--- src/rtl/fpu_issue_if.sv ---
// Bundle of the core-side issue/writeback signals and the FPU-side operand/result
// signals around the FPU issue sequencer. The master side is the core plus FPU
// environment; the slave side is the sequencer itself.
interface fpu_issue_if;
  // core -> sequencer
  logic        issue;
  logic        flush;
  logic [3:0]  op;
  logic        op_mode;
  logic [31:0] src_a;
  logic [31:0] src_b;
  logic [5:0]  rd;
  // sequencer -> FPU
  logic [31:0] fpu_a;
  logic [31:0] fpu_b;
  logic [3:0]  fpucontrol;
  logic        mode;
  logic        fpu_go;
  // FPU -> sequencer
  logic [31:0] fpu_c;
  logic        fpu_valid;
  // sequencer -> core
  logic        stall;
  logic        wb_en;
  logic [5:0]  wb_rd;
  logic [31:0] wb_data;
  logic        err;

  modport master (
    output issue, flush, op, op_mode, src_a, src_b, rd, fpu_c, fpu_valid,
    input  fpu_a, fpu_b, fpucontrol, mode, fpu_go, stall, wb_en, wb_rd, wb_data, err
  );

  modport slave (
    input  issue, flush, op, op_mode, src_a, src_b, rd, fpu_c, fpu_valid,
    output fpu_a, fpu_b, fpucontrol, mode, fpu_go, stall, wb_en, wb_rd, wb_data, err
  );
endinterface

--- src/rtl/fpu_issue.sv ---
// FPU issue sequencer: accepts one FP op at a time from the core, holds the
// operands steady for the FPU, pulses fpu_go, waits (bounded) for fpu_valid and
// returns the result as a one-cycle writeback. Illegal ops and timeouts write
// back zero and set a sticky error flag.
module fpu_issue #(
  parameter int TIMEOUT = 256,
  parameter int NUM_OPS = 10
) (
  input  logic      clk,
  input  logic      rstn,
  fpu_issue_if.slave bus
);

  localparam int CW = $clog2(TIMEOUT + 1);
  localparam logic [CW-1:0] TIMEOUT_W = CW'(TIMEOUT);
  localparam logic [CW-1:0] CNT_ONE   = CW'(1);
  localparam logic [4:0]    NUM_OPS_W = 5'(NUM_OPS);

  localparam logic [1:0] IDLE   = 2'd0;
  localparam logic [1:0] LAUNCH = 2'd1;
  localparam logic [1:0] WAIT   = 2'd2;
  localparam logic [1:0] DONE   = 2'd3;

  logic [1:0]    r_state;
  logic [CW-1:0] r_cnt;
  logic [31:0]   r_fpu_a;
  logic [31:0]   r_fpu_b;
  logic [3:0]    r_ctrl;
  logic          r_mode;
  logic [5:0]    r_tag;
  logic [31:0]   r_wb_data;
  logic          r_err;

  logic          w_legal;
  logic [CW-1:0] w_cnt_inc;
  logic          w_busy;

  assign w_legal   = ({1'b0, bus.op} < NUM_OPS_W);
  assign w_cnt_inc = r_cnt + CNT_ONE;
  assign w_busy    = (r_state == LAUNCH) || (r_state == WAIT);

  // Sequencer FSM, operand latch, result capture and sticky error.
  // Flush has top priority: it beats a simultaneous issue and fpu_valid.
  always_ff @(posedge clk or negedge rstn) begin
    if (!rstn) begin
      r_state   <= IDLE;
      r_cnt     <= '0;
      r_fpu_a   <= '0;
      r_fpu_b   <= '0;
      r_ctrl    <= '0;
      r_mode    <= 1'b0;
      r_tag     <= '0;
      r_wb_data <= '0;
      r_err     <= 1'b0;
    end else if (bus.flush) begin
      r_state <= IDLE;
      r_cnt   <= '0;
    end else begin
      case (r_state)
        IDLE: begin
          if (bus.issue) begin
            r_fpu_a   <= bus.src_a;
            r_fpu_b   <= bus.src_b;
            r_ctrl    <= bus.op;
            r_mode    <= bus.op_mode;
            r_tag     <= bus.rd;
            r_wb_data <= '0;
            r_cnt     <= '0;
            if (w_legal) begin
              r_state <= LAUNCH;
            end else begin
              // Illegal op never reaches the FPU; write back zero.
              r_state <= DONE;
              r_err   <= 1'b1;
            end
          end
        end
        LAUNCH: begin
          // Any fpu_valid seen here belongs to an older op and is ignored.
          r_state <= WAIT;
        end
        WAIT: begin
          if (bus.fpu_valid) begin
            r_wb_data <= bus.fpu_c;
            r_cnt     <= '0;
            r_state   <= DONE;
          end else if (w_cnt_inc == TIMEOUT_W) begin
            // Abort after TIMEOUT silent WAIT cycles.
            r_wb_data <= '0;
            r_cnt     <= '0;
            r_err     <= 1'b1;
            r_state   <= DONE;
          end else begin
            r_cnt <= w_cnt_inc;
          end
        end
        DONE: begin
          r_state <= IDLE;
        end
        default: begin
          r_state <= IDLE;
        end
      endcase
    end
  end

  assign bus.fpu_a      = r_fpu_a;
  assign bus.fpu_b      = r_fpu_b;
  assign bus.fpucontrol = r_ctrl;
  assign bus.mode       = r_mode;
  // A flush in LAUNCH still lets the pulse out; its result is simply discarded.
  assign bus.fpu_go     = (r_state == LAUNCH);
  // Stall is forced low while reset is held so the core sees a quiet sequencer.
  assign bus.stall      = rstn & (w_busy | ((r_state == IDLE) & bus.issue & ~bus.flush));
  assign bus.wb_en      = (r_state == DONE) & ~bus.flush;
  assign bus.wb_rd      = r_tag;
  assign bus.wb_data    = r_wb_data;
  assign bus.err        = r_err;

endmodule
--- src/flat_wrapper.sv ---
// flat-port wrapper written by rule: the top's interface ports become plain ports
module fpu_issue_flat 
#(
  parameter int TIMEOUT = 256,
  parameter int NUM_OPS = 10
)
  (clk, rstn, bus_issue, bus_flush, bus_op, bus_op_mode, bus_src_a, bus_src_b, bus_rd, bus_fpu_c, bus_fpu_valid, bus_fpu_a, bus_fpu_b, bus_fpucontrol, bus_mode, bus_fpu_go, bus_stall, bus_wb_en, bus_wb_rd, bus_wb_data, bus_err);
  fpu_issue_if bus_i ();
  input  logic clk;
  input  logic rstn;
  input wire logic [$bits(bus_i.issue)-1:0] bus_issue;
  input wire logic [$bits(bus_i.flush)-1:0] bus_flush;
  input wire logic [$bits(bus_i.op)-1:0] bus_op;
  input wire logic [$bits(bus_i.op_mode)-1:0] bus_op_mode;
  input wire logic [$bits(bus_i.src_a)-1:0] bus_src_a;
  input wire logic [$bits(bus_i.src_b)-1:0] bus_src_b;
  input wire logic [$bits(bus_i.rd)-1:0] bus_rd;
  input wire logic [$bits(bus_i.fpu_c)-1:0] bus_fpu_c;
  input wire logic [$bits(bus_i.fpu_valid)-1:0] bus_fpu_valid;
  output wire logic [$bits(bus_i.fpu_a)-1:0] bus_fpu_a;
  output wire logic [$bits(bus_i.fpu_b)-1:0] bus_fpu_b;
  output wire logic [$bits(bus_i.fpucontrol)-1:0] bus_fpucontrol;
  output wire logic [$bits(bus_i.mode)-1:0] bus_mode;
  output wire logic [$bits(bus_i.fpu_go)-1:0] bus_fpu_go;
  output wire logic [$bits(bus_i.stall)-1:0] bus_stall;
  output wire logic [$bits(bus_i.wb_en)-1:0] bus_wb_en;
  output wire logic [$bits(bus_i.wb_rd)-1:0] bus_wb_rd;
  output wire logic [$bits(bus_i.wb_data)-1:0] bus_wb_data;
  output wire logic [$bits(bus_i.err)-1:0] bus_err;
  assign bus_i.issue = bus_issue;
  assign bus_i.flush = bus_flush;
  assign bus_i.op = bus_op;
  assign bus_i.op_mode = bus_op_mode;
  assign bus_i.src_a = bus_src_a;
  assign bus_i.src_b = bus_src_b;
  assign bus_i.rd = bus_rd;
  assign bus_i.fpu_c = bus_fpu_c;
  assign bus_i.fpu_valid = bus_fpu_valid;
  assign bus_fpu_a = bus_i.fpu_a;
  assign bus_fpu_b = bus_i.fpu_b;
  assign bus_fpucontrol = bus_i.fpucontrol;
  assign bus_mode = bus_i.mode;
  assign bus_fpu_go = bus_i.fpu_go;
  assign bus_stall = bus_i.stall;
  assign bus_wb_en = bus_i.wb_en;
  assign bus_wb_rd = bus_i.wb_rd;
  assign bus_wb_data = bus_i.wb_data;
  assign bus_err = bus_i.err;
  fpu_issue #(.TIMEOUT(TIMEOUT), .NUM_OPS(NUM_OPS)) u_core (.clk(clk), .rstn(rstn), .bus(bus_i));
endmodule
--- config.mk ---
export PLATFORM = sky130hd
export DESIGN_NAME = fpu_issue_flat
export DESIGN_NICKNAME = d
export VERILOG_FILES = /design/src/rtl/fpu_issue_if.sv /design/src/rtl/fpu_issue.sv /design/src/flat_wrapper.sv
export SDC_FILE = /design/constraint.sdc
export NUM_CORES = 1
export LEC_CHECK = 0
export ABC_AREA = 0
export BUFFER_PORTS_ARGS = -buffer_cell sky130_fd_sc_hd__clkbuf_2
export CORE_ASPECT_RATIO = 0.8
export CORE_UTILIZATION = 46
export DETAILED_ROUTE_END_ITERATION = 12
export PLACE_DENSITY = 0.79
export SYNTH_ARGS = -nofsm -noshare
export SYNTH_HDL_FRONTEND = slang
export SYNTH_SLANG_ARGS = --single-unit
--- constraint.sdc ---
create_clock -name clk -period 2.2 [get_ports clk]
set_input_delay 0.22 -clock clk [delete_from_list [all_inputs] [get_ports clk]]
set_output_delay 0.22 -clock clk [all_outputs]
set_load 0.03 [all_outputs]
==> results.toml, run 1 <==
[status]
outcome = "complete, no violations"

[layout]
fin_area_um2 = 6630
multi_input_area_um2 = 1690
diodes = 0
fill_cells = 720
finalNetCount = 678
drive_gt1_frac = 0.6021
ff_latch_area_um2 = 2979
syn_to_final_growth_pct = 39.45

[logic_synthesis]
synthCells = 327
yosys-top-cells-count = "dfrtp_1 (119), mux2_2 (75), a22o_1 (32)"
ys_seq_area_frac = 0.6263
synthesis.nets = 444
synth-main-ff-cell = "dfrtp_1"
yosysTopAreaCell = "dfrtp_1"
yosysWarnings = 0
synth_edf_count = 0
synth.most_common_cell = "dfrtp_1"
synth.avg_cell_area_um2 = 14.54
ys_top_cells_by_area = "dfrtp_1 (63%), mux2_2 (18%), a22o_1 (5.9%), ha_1 (1.3%), o31ai_1 (0.95%)"
syn-cell-area_um2 = 4755
synth_seq_cells = 119
synth_top_area_share = 0.6263
ys_types = 41
async_flop_share = 1.000

[critical_path]
worstPathRequired_ns = 1.98
cp-start-kind = "register"
rr_worst_depth = 6
worstPathMaxFanout = 6
crit_arrival_ns = 1.79
worstSetupPathType = "reg -> out"
endpoint_kind = "output port"

[die]
core_um2 = 9849
initial_utilization = 0.4827
die_w_um = 115.7
rows = 32
die_y_um = 92.94
die_area_um2 = 10750
pin_count = 223

[sta]
worstMarginPinSlew_ns = 0.6406
slew_headroom = 0.5730
fin_crit_ns = 2.007
slew_violations = 0
tns_ns = 0
fmax_mhz = 498.2
setup_viol_count_final = 0
fin_ws_ns = 0.1929
skew_ns = 0.007668
rsz0062_at_grt = "no"
finalCritPeriodShare = 0.9123
hold_viol = 0

[routing]
firstDrtPassIters = 4
drtIter0Drc = 198
ant_nets = 0
num_vias = 3588
wl_per_cell_um = 15.56
postRouteWirelength_mm = 11.03
drcViolationCount = 0
viasPerCell = 5.061

[pwr]
total_power_mw = 10.50
p_leak_nw = 3.396
power_density_nw_per_um2 = 1583
ir_drop_uv = 775.5

[clock_tree]
cts_tree = "done"
numCtsBuffers = 17
clk_pin_slew_worst_paths_ns = 0.05
clockBufferDepth = 2
clockRootBuffer = "clkbuf_16"
cts_sinks = 119
insertion_delay_ns = 0.39
htree_levels = 4

[worst_hold_path]
hold_path_depth = 2
hold_path.class = "in -> reg"

[global_routing]
antenna_found_initial = 0
grt_max_degree = 120
track_usage = 0.2109
grt_pass1_vias = 3560
grt_pass1_wl_mm = 17.08
globalRouteOverflowTotal = 0

[placed_design]
place_hpwl_mm = 8.001
place_ws_ns = 0.08814
io_buffers = 222
place_congestion = 0.8520
post_dp_cell_area_um2 = 6072

[run]
maxCapViolations = 0
==> sequential cells by signal, indices dropped and copies added (netlist names) <==
name and cells:
u_core.bus.fpucontrol 4, u_core.bus.fpu_b 32, u_core.r_cnt 9, u_core.bus.wb_data 32, u_core.r_state 2, u_core.bus.err 1, u_core.bus.fpu_a 32, u_core.bus.wb_rd 6
u_core.bus.mode 1
==> routing by layer <==
layer	routed length (um)	track usage	part of all wire
met5	0	0	0
met4	231	0.08440	0.021
met3	867	0.06937	0.079
met2	5385	0.3463	0.49
met1	4548	0.2561	0.41
==> final timing paths <==
check / from / endpoint / slack, ns
min in group asynchronous: rstn / u_core.bus.wb_data[15] / 0.43
max in group asynchronous: rstn / u_core.r_cnt[0] / 1.25
hold reg to reg: u_core.bus.err / u_core.bus.err / 0.49
setup / recovery: u_core.r_state[1] / bus_stall / 0.19
setup reg to reg: u_core.r_cnt[1] / u_core.r_state[1] / 0.20
hold / removal: bus_fpu_c[25] / u_core.bus.wb_data[25] / 0.05
==> power breakdown <==
group | internal (mW) | leakage, nW | switching, mW | total, mW
combinational | 1.59 | 1.66 | 2.91 | 4.49
clock | 1.51 | 0.257 | 0.908 | 2.41
sequential | 3.10 | 1.48 | 0.486 | 3.59
==> per-stage QoR <==
stage | utilization | hold slack [ns] | cells
after floorplan | - | -0.07559 | 327
after global placement | 0.6165 | 0.3825 | 676
after detailed placement | 0.6165 | 0.3858 | 676
after CTS | 0.6717 | 0.02893 | 709
after global routing | 0.6731 | 0.03675 | 709
final | 0.6731 | 0.04590 | 709
==> cells in the final DEF (no fill, tap or decap), types with 5 or more instances in the layout <==
cell type / synthesis / layout
nand3_1: 5 / 5
clkbuf_2: 0 / 221
buf_4: 3 / 7
o31ai_1: 6 / 6
nor2_1: 5 / 5
a22o_1: 32 / 32
dfrtp_1: 119 / 118
nand2_1: 9 / 9
o21ai_0: 7 / 7
clkbuf_16: 0 / 17
mux2_2: 75 / 75
clkinv_2: 0 / 6
==> final cells by class <==
type                    instances  area share
well taps                     136     0.02567
repair buffers                233      0.1883
clock inverters                 9    0.007926
multi-input cells             186      0.2550
flip-flops and latches        119      0.4493
clock buffers                  22     0.07152
inverters                       4    0.002265
==> kinds of logic after synthesis <==
family | Yosys count | synth area share
xor+xnor | 4 | 0.007370
compound gates | 61 | 0.1037
flops | 119 | 0.6263
buf+inv | 22 | 0.02079
fa+ha+maj | 5 | 0.01316
simple gates | 40 | 0.04895
mux | 76 | 0.1797
==> repair_timing <==
item | 4_1_cts | 5_1_grt
setup buffers | 1 | 0
gates resized for setup | 0 | 3
endpoints found under the hold margin | 119 | 0
hold buffers | 1 | 0
setup endpoints to repair | 1 | 1
cloned | 0 | 0
pin swaps | 1 | 0
==> worst max-delay path: stages (launching register included) <==
cell and delay [ns]:
dfrtp_1 0.43, inv_1 0.11, ha_1 0.26, nand3b_1 0.16, a21boi_1 0.20, clkbuf_2 0.24
Note: power is estimated with default switching activity, not from simulation.
==> run 2: changes to the inputs <==
--- a/config.mk
+++ b/config.mk
@@ -8,6 +8,7 @@
 export ABC_AREA = 0
 export BUFFER_PORTS_ARGS = -buffer_cell sky130_fd_sc_hd__clkbuf_2
 export CORE_ASPECT_RATIO = 0.8
+export CORE_MARGIN = 3
 export CORE_UTILIZATION = 46
 export DETAILED_ROUTE_END_ITERATION = 12
 export PLACE_DENSITY = 0.79
==> run 2 against run 1 <==
  * Non-clock buffer count is 2 lower
  * Worst hold slack worse by 0.0088 ns
  * Global-route usage is 0.13 points lower
  * Utilization is 0.71 points higher
  * Maximum frequency is 3.4% lower
  * Wire length is 4.3% higher
  * Cell count is 0.28% lower
  * Via count is 1.1% higher
  * Clock-buffer cell count is 1 higher
  * Critical path depth is 1 higher
  * Clock skew is 0.0043 ns higher
  * First-iteration DRC count is 3.5% lower
  * Critical path type is now reg -> reg
  * Largest power group unchanged
==> results.toml, run 2 (synthesis gave the netlist of run 1 again) <==
[placed_design]
place_congestion = 0.8020
dp_cells = 675
place_hpwl_mm = 8.392
io_buffers = 222

[sta]
slew_violations = 0
fmax_mhz = 481.5
tns_ns = 0
hold_viol = 0
setup_viol_count_final = 0
slew_headroom = 0.5826
finalCritPeriodShare = 0.9440
fin_crit_ns = 2.077
worstMarginPinSlew_ns = 0.6261
skew_ns = 0.01196

[layout]
finalNetCount = 676
instances_no_fill = 707
diodes = 0
mostFrequentLayoutCells = "clkbuf_2 (220), dfrtp_1 (119), mux2_2 (75), a22o_1 (32), clkbuf_16 (17)"
syn_to_final_growth_pct = 40.92
final_common_cell = "clkbuf_2"
drive_gt1_frac = 0.6007
fill_cells = 710

[routing]
drcViolationCount = 0
ant_nets = 0
num_vias = 3629
viasPerCell = 5.133
wl_per_cell_um = 16.28
postRouteWirelength_mm = 11.51
firstDrtPassIters = 4
drtIter0Drc = 191

[worst_hold_path]
hold_path.class = "in -> reg"
hold_path.startpoint = "bus_fpu_c[19]"
holdPathEnd = "u_core.bus.wb_data[19]"
hold_path_depth = 2

[critical_path]
rr_worst_depth = 6
crit_chain = "ha_2 > nand2_2 > nor3_4 > xnor2_2 > or4_4 > a221oi_2"
rr_startpoint = "u_core.r_cnt[0]"
worstPathRequired_ns = 2.51
endpoint_kind = "register"
cpPeakStageDelay_ns = 0.53
worstPathMaxFanout = 7
worstSetupPathType = "reg -> reg"
r2r-end = "u_core.r_state[1]"
rrSetupSlack_ns = 0.12
cp-start-kind = "register"
crit_arrival_ns = 2.39
slowest_stage = "or4_4"

[die]
die_area_um2 = 11600
pin_count = 223
die_y_um = 96.94
initial_utilization = 0.4827
rows = 32
core_um2 = 9849
die_w_um = 119.7

[run]
maxCapViolations = 0

[clock_tree]
insertion_delay_ns = 0.40
htree_levels = 4
numCtsBuffers = 17
clockBufferDepth = 2
clk_pin_slew_worst_paths_ns = 0.05
cts_sinks = 119
clockRootBuffer = "clkbuf_16"
cts_tree = "done"

[global_routing]
grt_max_degree = 120
track_usage = 0.2096
antenna_found_initial = 0
grt_pass1_vias = 3889
globalRouteOverflowTotal = 0
grt_pass1_wl_mm = 19.29

[pwr]
power_density_nw_per_um2 = 1638
ir_drop_uv = 907.0
p_leak_nw = 3.425

[status]
outcome = "complete, no violations"
[run 2: stage by stage]
step	power, mW	instance area [um^2]	setup slack, ns	hold slack (ns)	util
floorplan	6.669	4755	0.2014	-0.07559	-
global placement	8.017	6052	0.1906	0.3700	0.6145
detailed placement	8.139	6052	0.09401	0.3809	0.6145
CTS	11.08	6685	0.04895	0.02700	0.6787
global route	11.55	6700	-0.02010	0.02280	0.6803
finish	10.98	6700	0.1233	0.03713	0.6803
[run 2: worst max path at each step]
| stage | startpoint | end |
|---|---|---|
| detailed placement | u_core.r_cnt[0] | u_core.r_state[1] |
| finish | u_core.r_cnt[0] | u_core.r_state[1] |
| CTS | u_core.r_state[0] | bus_stall |
| global route | u_core.r_cnt[0] | u_core.r_state[1] |
| floorplan | u_core.r_state[0] | bus_stall |
| global placement | u_core.r_cnt[0] | u_core.r_state[1] |
[run 2: timing repair]
item	CTS	global route
endpoints found under the hold margin	119	0
hold buffers	1	0
endpoints found under the setup margin	0	2
resized for setup	0	5
buffers inserted	0	0
[run 2: metal layers]
metal	GRT usage	part of all wire
met4	0.08099	0.014
met5	0	0
met1	0.2638	0.41
met3	0.07013	0.086
met2	0.3364	0.49
[run 2: where the power goes]
| group | total, mW | switching [mW] | leakage, nW | internal, mW |
|---|---|---|---|---|
| Clock | 2.89 | 0.910 | 0.299 | 1.98 |
| Combinational | 4.50 | 2.93 | 1.64 | 1.57 |
| Sequential | 3.59 | 0.488 | 1.48 | 3.10 |
| Total | 11.0 | 4.33 | 3.42 | 6.65 |
[run 2: critical path, delay by kind of cell (launching register included)]
kind	cells	cell delay [ns]
xor+xnor	1	0.15
compound gates	1	0.23
simple gates	3	0.89
flops	1	0.43
fa+ha+maj	1	0.27
[run 2: cell type report]
type	count	area [um^2]	share of cell area
clock buffers	23	478.0	0.07134
clock inverters	8	145.1	0.02166
multi-input cells	186	1690	0.2523
well taps	136	170.2	0.02540
inverters	4	15.01	0.002241
repair buffers	231	1224	0.1826
flip-flops and latches	119	2978	0.4444
==> run 3: changes to the inputs <==
--- a/config.mk
+++ b/config.mk
@@ -5,12 +5,12 @@
 export SDC_FILE = /design/constraint.sdc
 export NUM_CORES = 1
 export LEC_CHECK = 0
-export ABC_AREA = 0
-export BUFFER_PORTS_ARGS = -buffer_cell sky130_fd_sc_hd__clkbuf_2
+export ABC_AREA = 1
 export CORE_ASPECT_RATIO = 0.8
 export CORE_MARGIN = 3
-export CORE_UTILIZATION = 46
+export CORE_UTILIZATION = 63
 export DETAILED_ROUTE_END_ITERATION = 12
+export DONT_BUFFER_PORTS = 1
 export PLACE_DENSITY = 0.79
 export SYNTH_ARGS = -nofsm -noshare
 export SYNTH_HDL_FRONTEND = slang
==> run 3 against run 2 <==
  * The flow now finishes with violations (hold timing, setup timing)
  * Clock skew is 0.0031 ns lower
  * Wire length rose by 46%
  * Setup slack lost 0.13 ns
  * Largest power group is now registers
  * Sequential share of layout area down 1.7 points
  * Die area fell by 21%
  * Synthesized area rose by 5.9%
  * Combinational power shrank 49%
  * Maximum frequency shrank 5.9%
  * Worst hold slack worse by 0.63 ns
  * Non-clock buffer count decreased by 110
  * Critical path depth increased by 6
  * Design area increased by 4.0%
==> results.toml, run 3 <==
[sta]
fin_crit_ns = 2.206
slew_violations = 0
finalCritPeriodShare = 1.003
slew_headroom = 0.5871
hold_viol = 119
tns_ns = -0.005753
hold_ws_ns = -0.5882
fmax_mhz = 453.4
skew_ns = 0.008856
setup_viol_count_final = 1
fin_ws_ns = -0.005753
worstMarginPinSlew_ns = 0.6171

[layout]
mostFrequentLayoutCells = "dfrtp_1 (119), dlygate4sd3_1 (109), nand2_1 (79), mux2_2 (73), inv_1 (24)"
syn_to_final_growth_pct = 38.31
fin_area_um2 = 6965
finalNetCount = 661
final_common_cell = "dfrtp_1"
drive_gt1_frac = 0.3106
diodes = 0

[critical_path]
cpPeakStageDelay_ns = 0.42
slowest_stage = "dfrtp_1"
endpoint_kind = "register"
worstSetupPathType = "reg -> reg"
crit_top_cell = "nand2_1"
worstPathMaxFanout = 12
crit_chain = "ha_2 > nand3_1 > nand2_1 > nand2_1 > nand3_2 > nor2_2 > nand3_4 > nand2_4 > nand2_4 > buf_12 > nand2_1 > o21ai_2"
cp-start-kind = "register"
worstPathRequired_ns = 2.58
crit_arrival_ns = 2.58

[clock_tree]
clk_pin_slew_worst_paths_ns = 0.06
clockRootBuffer = "clkbuf_8"
cts_sinks = 119
postCtsHoldBufs = 109
insertion_delay_ns = 0.51
clockBufferDepth = 2
htree_levels = 4
numCtsBuffers = 17
cts_tree = "done"

[run]
maxCapViolations = 0

[logic_synthesis]
synthCells = 422
synth_top_area_share = 0.5913
synthesis.nets = 539
yosys-top-cells-count = "dfrtp_1 (119), nand2_1 (79), mux2_2 (73)"
synth_edf_count = 0
yosysTopAreaCell = "dfrtp_1"
synth-main-ff-cell = "dfrtp_1"
synth.avg_cell_area_um2 = 11.93
async_flop_share = 1.000
ys_seq_area_frac = 0.5913
yosysWarnings = 0
synth.most_common_cell = "dfrtp_1"
syn-cell-area_um2 = 5036
ys_types = 29
synth_seq_cells = 119
ys_top_cells_by_area = "dfrtp_1 (59%), mux2_2 (16%), nand2_1 (5.9%), o21ai_2 (4.0%), nand2_2 (2.6%)"

[global_routing]
grt_pass1_wl_mm = 23.56
grt_max_degree = 121
antenna_found_initial = 0
grt_pass1_vias = 4182
globalRouteOverflowTotal = 0
track_usage = 0.3422

[pwr]
p_leak_nw = 3.089
power_density_nw_per_um2 = 1553
ir_drop_uv = 1187
total_power_mw = 10.82

[status]
outcome = "finished, violations left"
violations = "hold timing, setup timing"

[worst_hold_path]
hold_path.class = "in -> async"

[die]
die_area_um2 = 9109
initial_utilization = 0.6655
die_w_um = 106.0
die_y_um = 85.97
rows = 28
pin_count = 223
core_um2 = 7567

[routing]
ant_nets = 0
drcViolationCount = 0
postRouteWirelength_mm = 16.81
viasPerCell = 5.988
firstDrtPassIters = 5
wl_per_cell_um = 25.40
num_vias = 3964
drtIter0Drc = 401

[placed_design]
io_buffers = 0
place_congestion = 0.8865
place_hpwl_mm = 7.917
post_dp_cell_area_um2 = 5169
==> run 3: layout make-up <==
type,instances,area [um^2]
Fill cell,249,601.8
Clock inverter,15,215.2
Tap cell,105,131.4
Inverter,24,90.09
Multi-Input combinational cell,261,1879
Timing Repair Buffer,121,1257
Clock buffer,17,414.1
Sequential cell,119,2978
==> run 3: kinds of logic after synthesis <==
kind of cell | count (synthesis) | synth area share
flops | 119 | 0.5913
buf+inv | 42 | 0.04099
compound gates | 47 | 0.06584
fa+ha+maj | 5 | 0.01242
mux | 73 | 0.1632
simple gates | 136 | 0.1262
==> run 3: final timing paths <==
kind | startpoint | end | depth (start not counted) | slack (ns)
setup reg to reg | u_core.r_cnt[1] | u_core.bus.wb_data[1] | 12 | -0.006
setup / recovery | u_core.r_cnt[1] | u_core.bus.wb_data[1] | 12 | -0.006
hold / removal | rstn | u_core.bus.wb_data[27] | 0 | -0.59
min in group clk | bus_issue | u_core.r_state[1] | 3 | 0.04
hold reg to reg | u_core.r_cnt[8] | u_core.r_cnt[8] | 2 | 0.58
max in group asynchronous | rstn | u_core.bus.fpu_a[23] | 0 | 2.65
==> run 3: power breakdown <==
part | internal (mW) | leakage [nW] | switching [mW]
sequential | 3.02 | 1.49 | 2.51
combinational | 1.14 | 1.29 | 1.15
clock | 1.87 | 0.310 | 1.12
==> run 3: worst max-delay path, delay by kind of cell, from the launching register on <==
kind	cells	cell delay, ns
and+or+nand+nor	9	1.15
DFF	1	0.42
adders and majority gates	1	0.22
buffers and inverters	1	0.19
AOI/OAI and AO/OA	1	0.10
==> run 3: stage by stage <==
step | instances | worst slack (ns) | utilization
after detailed placement | 518 | -0.02025 | 0.6830
after CTS | 659 | 0.09151 | 0.9110
after global placement | 518 | 0.1774 | 0.6830
after floorplan | 422 | 0.04076 | -
final | 662 | -0.005753 | 0.9205
after global routing | 662 | -0.07492 | 0.9205
==> run 3: metal layers <==
metal | global-route usage | routed length [um] | part of all wire
met1 | 0.3781 | 5866 | 0.35
met2 | 0.6100 | 8828 | 0.53
met3 | 0.1272 | 1572 | 0.093
met4 | 0.1247 | 547 | 0.033
met5 | 0 | 0 | 0
==> run 3: repair_timing <==
item / CTS / global route
resized for setup: 1 / 4
hold endpoints to repair: 233 / 119
buffers inserted: 0 / 1
pin swaps: 0 / 1
endpoints found under the setup margin: 3 / 33
cloned: 0 / 2
